<file path="config.mk">
export PLATFORM = sky130hd
export DESIGN_NAME = fg_dac_write_if_flat
export DESIGN_NICKNAME = d
export VERILOG_FILES = /design/src/rtl/fg_dac_write_if_pkg.sv /design/src/rtl/fg_dac_write_if_if.sv /design/src/rtl/fg_dac_write_if_timer.sv /design/src/rtl/fg_dac_write_if.sv /design/src/flat_wrapper.sv
export SDC_FILE = /design/constraint.sdc
export NUM_CORES = 1
export LEC_CHECK = 0
export ABC_CLOCK_PERIOD_IN_PS = 2100
export CAP_MARGIN = 20
export CELL_PAD_IN_SITES_DETAIL_PLACEMENT = 0
export CELL_PAD_IN_SITES_GLOBAL_PLACEMENT = 2
export CORE_UTILIZATION = 30
export CTS_CLUSTER_SIZE = 20
export DETAILED_ROUTE_END_ITERATION = 16
export HOLD_SLACK_MARGIN = 0.08
export PLACE_DENSITY = 0.72
export SLEW_MARGIN = 20
export SYNTH_ARGS = -nofsm -noshare
export SYNTH_HDL_FRONTEND = slang
export SYNTH_SLANG_ARGS = --single-unit
</file>
<file path="constraint.sdc">
create_clock -name clk_i -period 2.1 [get_ports clk_i]
set_input_delay 0.42 -clock clk_i [delete_from_list [all_inputs] [get_ports clk_i]]
set_output_delay 0.42 -clock clk_i [all_outputs]
set_load 0.01 [all_outputs]
</file>
<file path="src/rtl/fg_dac_write_if_pkg.sv">
// Shared constants for the function-generator DAC write path: FSM encodings,
// default timing (50 MHz clock basis) and a small saturating-count helper.
package fg_dac_write_if_pkg;

    localparam int FG_WR_PULSE_CYCLES = 2;
    localparam int FG_SETTLE_CYCLES   = 500;

    localparam logic [2:0] ST_IDLE   = 3'd0;
    localparam logic [2:0] ST_SETUP  = 3'd1;
    localparam logic [2:0] ST_WR_LOW = 3'd2;
    localparam logic [2:0] ST_HOLD   = 3'd3;
    localparam logic [2:0] ST_SETTLE = 3'd4;

    function automatic logic [7:0] sat_inc8(input logic [7:0] v);
        return (v == 8'hFF) ? v : v + 8'd1;
    endfunction

endpackage

</file>
<file path="src/rtl/fg_dac_write_if_if.sv">
// Sample hand-off from the generator core: data, one-cycle valid strobe and
// output enable. The core drives the master side, the DAC writer is the slave.
interface fg_dac_write_if_if #(
    parameter int BITWIDTH = 8
);
    logic                enable_i;
    logic [BITWIDTH-1:0] data_i;
    logic                valid_i;

    modport master (output enable_i, output data_i, output valid_i);
    modport slave  (input  enable_i, input  data_i, input  valid_i);
endinterface

</file>
<file path="src/rtl/fg_dac_write_if_timer.sv">
// Loadable down-counter used for the write-pulse and settling intervals;
// it parks at zero and flags it so the FSM can advance.
module fg_dac_write_if_timer #(
    parameter int CNT_WIDTH = 10
) (
    input  logic                 clk_i,
    input  logic                 rst_i,
    input  logic                 load_i,
    input  logic [CNT_WIDTH-1:0] value_i,
    output logic                 zero_o
);
    logic [CNT_WIDTH-1:0] cnt_q;

    always_ff @(posedge clk_i or posedge rst_i) begin
        if (rst_i) begin
            cnt_q <= '0;
        end else if (load_i) begin
            cnt_q <= value_i;
        end else if (cnt_q != '0) begin
            cnt_q <= cnt_q - 1'b1;
        end
    end

    assign zero_o = (cnt_q == '0);
endmodule

</file>
<file path="src/rtl/fg_dac_write_if.sv">
// Parallel DAC writer: paces generator samples through setup / write-low /
// hold / settle, buffering one sample that arrives mid-transfer.
module fg_dac_write_if
    import fg_dac_write_if_pkg::*;
#(
    parameter int BITWIDTH        = 8,
    parameter int WR_PULSE_CYCLES = FG_WR_PULSE_CYCLES,
    parameter int SETTLE_CYCLES   = FG_SETTLE_CYCLES,
    parameter int CNT_WIDTH       = 10
) (
    input  logic                clk_i,
    input  logic                rst_i,
    fg_dac_write_if_if.slave    gen_if,
    input  logic                clr_ovr_i,
    output logic [BITWIDTH-1:0] dac_data_o,
    output logic                dac_wr_n_o,
    output logic                dac_clr_n_o,
    output logic                dac_pd_n_o,
    output logic                busy_o,
    output logic                overrun_o,
    output logic [7:0]          drop_cnt_o
);
    localparam logic [CNT_WIDTH-1:0] WR_LOAD     = CNT_WIDTH'(WR_PULSE_CYCLES - 1);
    localparam logic [CNT_WIDTH-1:0] SETTLE_LOAD = CNT_WIDTH'(SETTLE_CYCLES - 1);

    logic [2:0]           state_q, state_d;
    logic [BITWIDTH-1:0]  data_q, data_d;
    logic [BITWIDTH-1:0]  pend_q, pend_d;
    logic                 pend_vld_q, pend_vld_d;
    logic                 ovr_q, ovr_d;
    logic [7:0]           drop_q, drop_d;
    logic                 wr_n_q, clr_n_q, pd_n_q, busy_q;

    logic                 accept;
    logic                 consume;
    logic                 direct;
    logic                 overwrite;
    logic                 tmr_load;
    logic [CNT_WIDTH-1:0] tmr_val;
    logic                 tmr_zero;

    assign accept = gen_if.valid_i & gen_if.enable_i;

    fg_dac_write_if_timer #(
        .CNT_WIDTH (CNT_WIDTH)
    ) u_timer (
        .clk_i   (clk_i),
        .rst_i   (rst_i),
        .load_i  (tmr_load),
        .value_i (tmr_val),
        .zero_o  (tmr_zero)
    );

    // At settle exit the buffered sample wins; an empty buffer lets a sample
    // arriving on that same edge start the next transfer directly.
    always_comb begin
        state_d  = state_q;
        data_d   = data_q;
        tmr_load = 1'b0;
        tmr_val  = WR_LOAD;
        consume  = 1'b0;
        direct   = 1'b0;
        case (state_q)
            ST_IDLE: begin
                if (accept) begin
                    data_d  = gen_if.data_i;
                    state_d = ST_SETUP;
                end
            end
            ST_SETUP: begin
                state_d  = ST_WR_LOW;
                tmr_load = 1'b1;
                tmr_val  = WR_LOAD;
            end
            ST_WR_LOW: begin
                if (tmr_zero) state_d = ST_HOLD;
            end
            ST_HOLD: begin
                state_d  = ST_SETTLE;
                tmr_load = 1'b1;
                tmr_val  = SETTLE_LOAD;
            end
            ST_SETTLE: begin
                if (tmr_zero) begin
                    if (pend_vld_q && gen_if.enable_i) begin
                        consume = 1'b1;
                        data_d  = pend_q;
                        state_d = ST_SETUP;
                    end else if (accept) begin
                        direct  = 1'b1;
                        data_d  = gen_if.data_i;
                        state_d = ST_SETUP;
                    end else begin
                        state_d = ST_IDLE;
                    end
                end
            end
            default: state_d = ST_IDLE;
        endcase
    end

    always_comb begin
        pend_d     = pend_q;
        pend_vld_d = pend_vld_q;
        overwrite  = 1'b0;
        if (!gen_if.enable_i) begin
            pend_vld_d = 1'b0;
        end else if ((state_q != ST_IDLE) && accept && !direct) begin
            pend_d     = gen_if.data_i;
            pend_vld_d = 1'b1;
            overwrite  = pend_vld_q && !consume;
        end else if (consume) begin
            pend_vld_d = 1'b0;
        end
    end

    always_comb begin
        ovr_d  = ovr_q;
        drop_d = drop_q;
        if (clr_ovr_i) begin
            ovr_d  = 1'b0;
            drop_d = 8'd0;
        end else if (overwrite) begin
            ovr_d  = 1'b1;
            drop_d = sat_inc8(drop_q);
        end
    end

    // Strobe and busy are registered from the next state so they line up
    // with the state register rather than lagging it by a cycle.
    always_ff @(posedge clk_i or posedge rst_i) begin
        if (rst_i) begin
            state_q    <= ST_IDLE;
            data_q     <= '0;
            pend_q     <= '0;
            pend_vld_q <= 1'b0;
            ovr_q      <= 1'b0;
            drop_q     <= 8'd0;
            wr_n_q     <= 1'b1;
            clr_n_q    <= 1'b0;
            pd_n_q     <= 1'b0;
            busy_q     <= 1'b0;
        end else begin
            state_q    <= state_d;
            data_q     <= data_d;
            pend_q     <= pend_d;
            pend_vld_q <= pend_vld_d;
            ovr_q      <= ovr_d;
            drop_q     <= drop_d;
            wr_n_q     <= (state_d != ST_WR_LOW);
            clr_n_q    <= 1'b1;
            pd_n_q     <= gen_if.enable_i;
            busy_q     <= (state_d != ST_IDLE);
        end
    end

    assign dac_data_o  = data_q;
    assign dac_wr_n_o  = wr_n_q;
    assign dac_clr_n_o = clr_n_q;
    assign dac_pd_n_o  = pd_n_q;
    assign busy_o      = busy_q;
    assign overrun_o   = ovr_q;
    assign drop_cnt_o  = drop_q;
endmodule

</file>
<file path="src/flat_wrapper.sv">
// flat-port wrapper written by rule: the top's interface ports become plain ports
module fg_dac_write_if_flat import fg_dac_write_if_pkg::*;
#(
    parameter int BITWIDTH        = 8,
    parameter int WR_PULSE_CYCLES = FG_WR_PULSE_CYCLES,
    parameter int SETTLE_CYCLES   = FG_SETTLE_CYCLES,
    parameter int CNT_WIDTH       = 10
)
  (clk_i, rst_i, clr_ovr_i, dac_data_o, dac_wr_n_o, dac_clr_n_o, dac_pd_n_o, busy_o, overrun_o, drop_cnt_o, gen_if_enable_i, gen_if_data_i, gen_if_valid_i);
  fg_dac_write_if_if #(.BITWIDTH(BITWIDTH)) gen_if_i ();
  input  logic clk_i;
  input  logic rst_i;
  input  logic clr_ovr_i;
  output logic [BITWIDTH-1:0] dac_data_o;
  output logic dac_wr_n_o;
  output logic dac_clr_n_o;
  output logic dac_pd_n_o;
  output logic busy_o;
  output logic overrun_o;
  output logic [7:0] drop_cnt_o;
  input wire logic [$bits(gen_if_i.enable_i)-1:0] gen_if_enable_i;
  input wire logic [$bits(gen_if_i.data_i)-1:0] gen_if_data_i;
  input wire logic [$bits(gen_if_i.valid_i)-1:0] gen_if_valid_i;
  assign gen_if_i.enable_i = gen_if_enable_i;
  assign gen_if_i.data_i = gen_if_data_i;
  assign gen_if_i.valid_i = gen_if_valid_i;
  fg_dac_write_if #(.BITWIDTH(BITWIDTH), .WR_PULSE_CYCLES(WR_PULSE_CYCLES), .SETTLE_CYCLES(SETTLE_CYCLES), .CNT_WIDTH(CNT_WIDTH)) u_core (.clk_i(clk_i), .rst_i(rst_i), .gen_if(gen_if_i), .clr_ovr_i(clr_ovr_i), .dac_data_o(dac_data_o), .dac_wr_n_o(dac_wr_n_o), .dac_clr_n_o(dac_clr_n_o), .dac_pd_n_o(dac_pd_n_o), .busy_o(busy_o), .overrun_o(overrun_o), .drop_cnt_o(drop_cnt_o));
endmodule
</file>
==> summary.txt, run 1 <==
Outcome
  • Outcome: finished, final reports clean

Placed design
  • Placed instance area: 2820 sq um
  • DPL Wire Length: approximately 3500 microns
  • Worst slack, placed: -0.0684 ns
  • IO buf count: 33
  • Gpl congestion: roughly 0.75

Clocking
  • Clk pin slew, worst setup/hold paths: 0.08 ns
  • CTS Buffer Depth: 2
  • Root Buffer: clkbuf_8
  • Hold Buf Count CTS: 0
  • # Post-CTS Setup Buffers: 0
  • Post_cts resized: 0
  • Worst-Skew Late Latency: 0.30 ns
  • CTS tree: built
  • Num CTS Buffers: 5
  • Clk sinks: 43
  • H-tree depth: 2

STA
  • TNS Setup: 0 ns
  • Final setup viols: 0
  • Final WS setup: 0.161 ns
  • Final Hold Vio Count: 0
  • Fin Hold WS: 0.469 ns
  • Min cycle time layout: around 1.9 ns
  • RSZ-0062 raised after global routing: no
  • Period utilisation layout: 92.3%
  • Max-slew violations: 0
  • Worst Skew: 0.00573 ns
  • FMAX: 516 MHz

Synth
  • Register area share after synthesis: between 40% and 50%
  • Syn Std Cell Area: 2200 sq um
  • Distinct cell type count after synthesis: 53
  • Synth top area share: between 40 and 50%
  • Post-synth EDFFs: 0
  • Synth async-reset ratio: 100%
  • Synth area leaders: dfrtp_1, mux2_2, a2bb2oi_1
  • Dominant synthesized flop cell: dfrtp_1
  • Post-Synthesis Cells: 202
  • Syn_area_per_cell: approximately 11 sq um
  • FF+latch count, synth: 43
  • Leading area contributor after synthesis: dfrtp_1
  • Syn Nets: 217
  • Ys Warns: 0

Global route
  • Total congestion overflow: 0
  • Vias in the first global route: 1689
  • First-pass GRT wire length: 8470 microns
  • GRT Util Overall: between 10% and 20%
  • Largest net degree at the start of global routing: 25
  • Initial antenna violation count: 0

Worst setup path
  • Critical Path Max Stage Delay: 0.42 ns
  • Required @ worst endpoint: 2.28 ns
  • Setup crit start kind: register
  • Crit-path max FO: 10
  • Crit-path cells: or3_1 > o41ai_4 > buf_4 > a21oi_1 > mux2_1
  • Critical path type: register to register
  • WP data arrival: 2.12 ns
  • Slowest-stage cell, CP: dfrtp_1
  • Critical Path Sink Type: register

Power
  • Leak: 1.18 nW
  • Flop pwr share: between 40% and 50%
  • Max IR drop VDD: 0.482 mV
  • P_int: 2.17 mW
  • Sw Pwr: 1.15 mW
  • Gate power share: 41.5%
  • PwrDens: 1140 nW/um^2
  • Sw Ratio: around a third
  • Clk network pwr share: between 10% and 20%

Job
  • Maxcap violations: 0

Die
  • Die Area: 7670 sq um
  • Starting Density: a little under a third
  • Row cnt: 30
  • Area of the core: 6940 sq um
  • Die height: 87.6 microns
  • Die width: 87.6 microns
  • Io pins: 34

Finish
  • Final Core Density: around 42%
  • Fillers: about 680
  • NumNets Final: 274
  • Syn-to-layout area delta: 33.0%
  • Layout cells sized above 1: a little over a fifth
  • Final instance area: approximately 2900 sq um
  • Antenna fix cells: 0

Route
  • DR vias: 1735
  • DR vias/cell: 4.87
  • DRC Markers: 0
  • Pre-Repair DR Iteration Count: 5
  • DR iter-0 viols: 78
  • Detailed-route wire length: 4990 microns
  • Wire per inst: 14.0 microns
  • Routed Antenna Nets: 0

Hold path
  • Hold crit path type: input pin to asynchronous set/reset pin
[path summary, 6_finish.rpt]
check / from / endpoint / slack, ns / cells after the start
worst max-delay path: u_core.u_timer.cnt_q[3] / u_core.drop_cnt_o[5] / 0.16 / 5
worst max register to register: u_core.u_timer.cnt_q[3] / u_core.drop_cnt_o[5] / 0.16 / 5
max in group asynchronous: rst_i / u_core.dac_wr_n_o / 1.36 / 3
worst min register to register: u_core.pend_q[0] / u_core.pend_q[0] / 0.52 / 1
min in group clk_i: u_core.pend_q[0] / u_core.pend_q[0] / 0.52 / 1
worst min-delay path: rst_i / u_core.drop_cnt_o[6] / 0.47 / 3
[synthesized netlist by cell type, drive strengths merged (2+ instances only)]
| cell type | count |
|---|---|
| mux2i | 3 |
| o31ai | 2 |
| buf | 2 |
| ha | 2 |
| clkbuf | 5 |
| nor4 | 4 |
| a31oi | 3 |
| a2bb2oi | 8 |
| a211oi | 5 |
| nor2 | 16 |
| mux2 | 15 |
| or2 | 3 |
| xnor2 | 3 |
| and2 | 2 |
| nand2b | 7 |
| a21oi | 12 |
| dfrtp | 42 |
| inv | 4 |
| or4 | 2 |
| or3 | 4 |
| and3 | 3 |
| nand4 | 2 |
| nand3 | 4 |
| o21ai | 6 |
| nand2 | 8 |
| o22ai | 8 |
| nor2b | 9 |
[power by group through the flow]
stage / Clock, mW / Combinational, mW / Sequential [mW]
final: 0.598 / 1.38 / 1.34
after global routing: 0.649 / 1.53 / 1.39
after detailed placement: 0 / 1.39 / 1.35
after CTS: 0.620 / 1.40 / 1.34
after floorplan: 0 / 0.793 / 1.37
after global placement: 0 / 1.38 / 1.36
[stage by stage]
| stage | power [mW] | std cells |
|---|---|---|
| 2_1_floorplan | 2.17 | 202 |
| 3_3_place_gp | 2.74 | 348 |
| 3_5_place_dp | 2.74 | 348 |
| 6_report | 3.32 | 356 |
| 4_1_cts | 3.36 | 356 |
| 5_1_grt | 3.57 | 356 |
[sequential cells by signal, indices dropped and copies added, names as in the netlist]
name / flops
u_core.u_timer.cnt_q: 10
u_core.dac_data_o: 8
u_core.drop_cnt_o: 8
u_core.pend_q: 8
u_core.state_q: 3
u_core.busy_o: 1
u_core.dac_clr_n_o: 1
u_core.dac_pd_n_o: 1
u_core.dac_wr_n_o: 1
u_core.overrun_o: 1
u_core.pend_vld_q: 1
[layer usage]
metal,track usage [%],part of all wire (%),up-vias
met1,21.6,52,835
met3,3.39,3.7,8
li1,-,-,859
met4,5.22,1.3,0
met5,0,0,-
met2,20.5,43,33
[layout by cell type (no fill, tap or decap), types with 4 or more instances in the layout]
master	instances
clkdlybuf4s50_1	33
dfrtp_1	42
mux2_1	6
a2bb2oi_1	8
o21ai_0	6
nand2b_1	7
o22ai_1	8
a211oi_1	5
clkbuf_8	7
mux2_2	9
nand3_1	4
nor2_1	15
a21oi_1	11
nand2_1	8
buf_4	22
nor2b_1	9
[cell families after synthesis]
logic type      Yosys count  synth area share (%)
simple gates             71                  18.6
mux                      18                  9.05
buf+inv                  11                  2.28
xor+xnor                  3                  1.20
other cells               1                 0.171
compound gates           53                  18.6
fa+ha+maj                 2                  1.14
flops                    43                  49.0
[cell type report]
class	instances	area (sq um)	share of cell area [%]
repair buffers	57	536	18.3
clock inverters	1	7.51	0.257
inverters	4	15.0	0.514
multi-input cells	148	1070	36.6
well taps	96	120	4.11
clock buffers	7	96.3	3.30
flip-flops and latches	43	1080	36.9
[worst max-delay path: cells and delay by family (launching register included)]
| kind | cells | cell delay, ns |
|---|---|---|
| AO/OA/AOI/OAI | 2 | 0.43 |
| buffers and inverters | 1 | 0.22 |
| flip-flops | 1 | 0.42 |
| multiplexers | 1 | 0.34 |
| AND/OR/NAND/NOR | 1 | 0.42 |
No activity file was read; power rests on OpenSTA's default activity.
==> run 2: changes to the inputs <==
SKIP_CTS_REPAIR_TIMING = 1   (was not set)
==> results of run 2 <==
No change in the layout: final DEF, timing and power equal those of run 1.
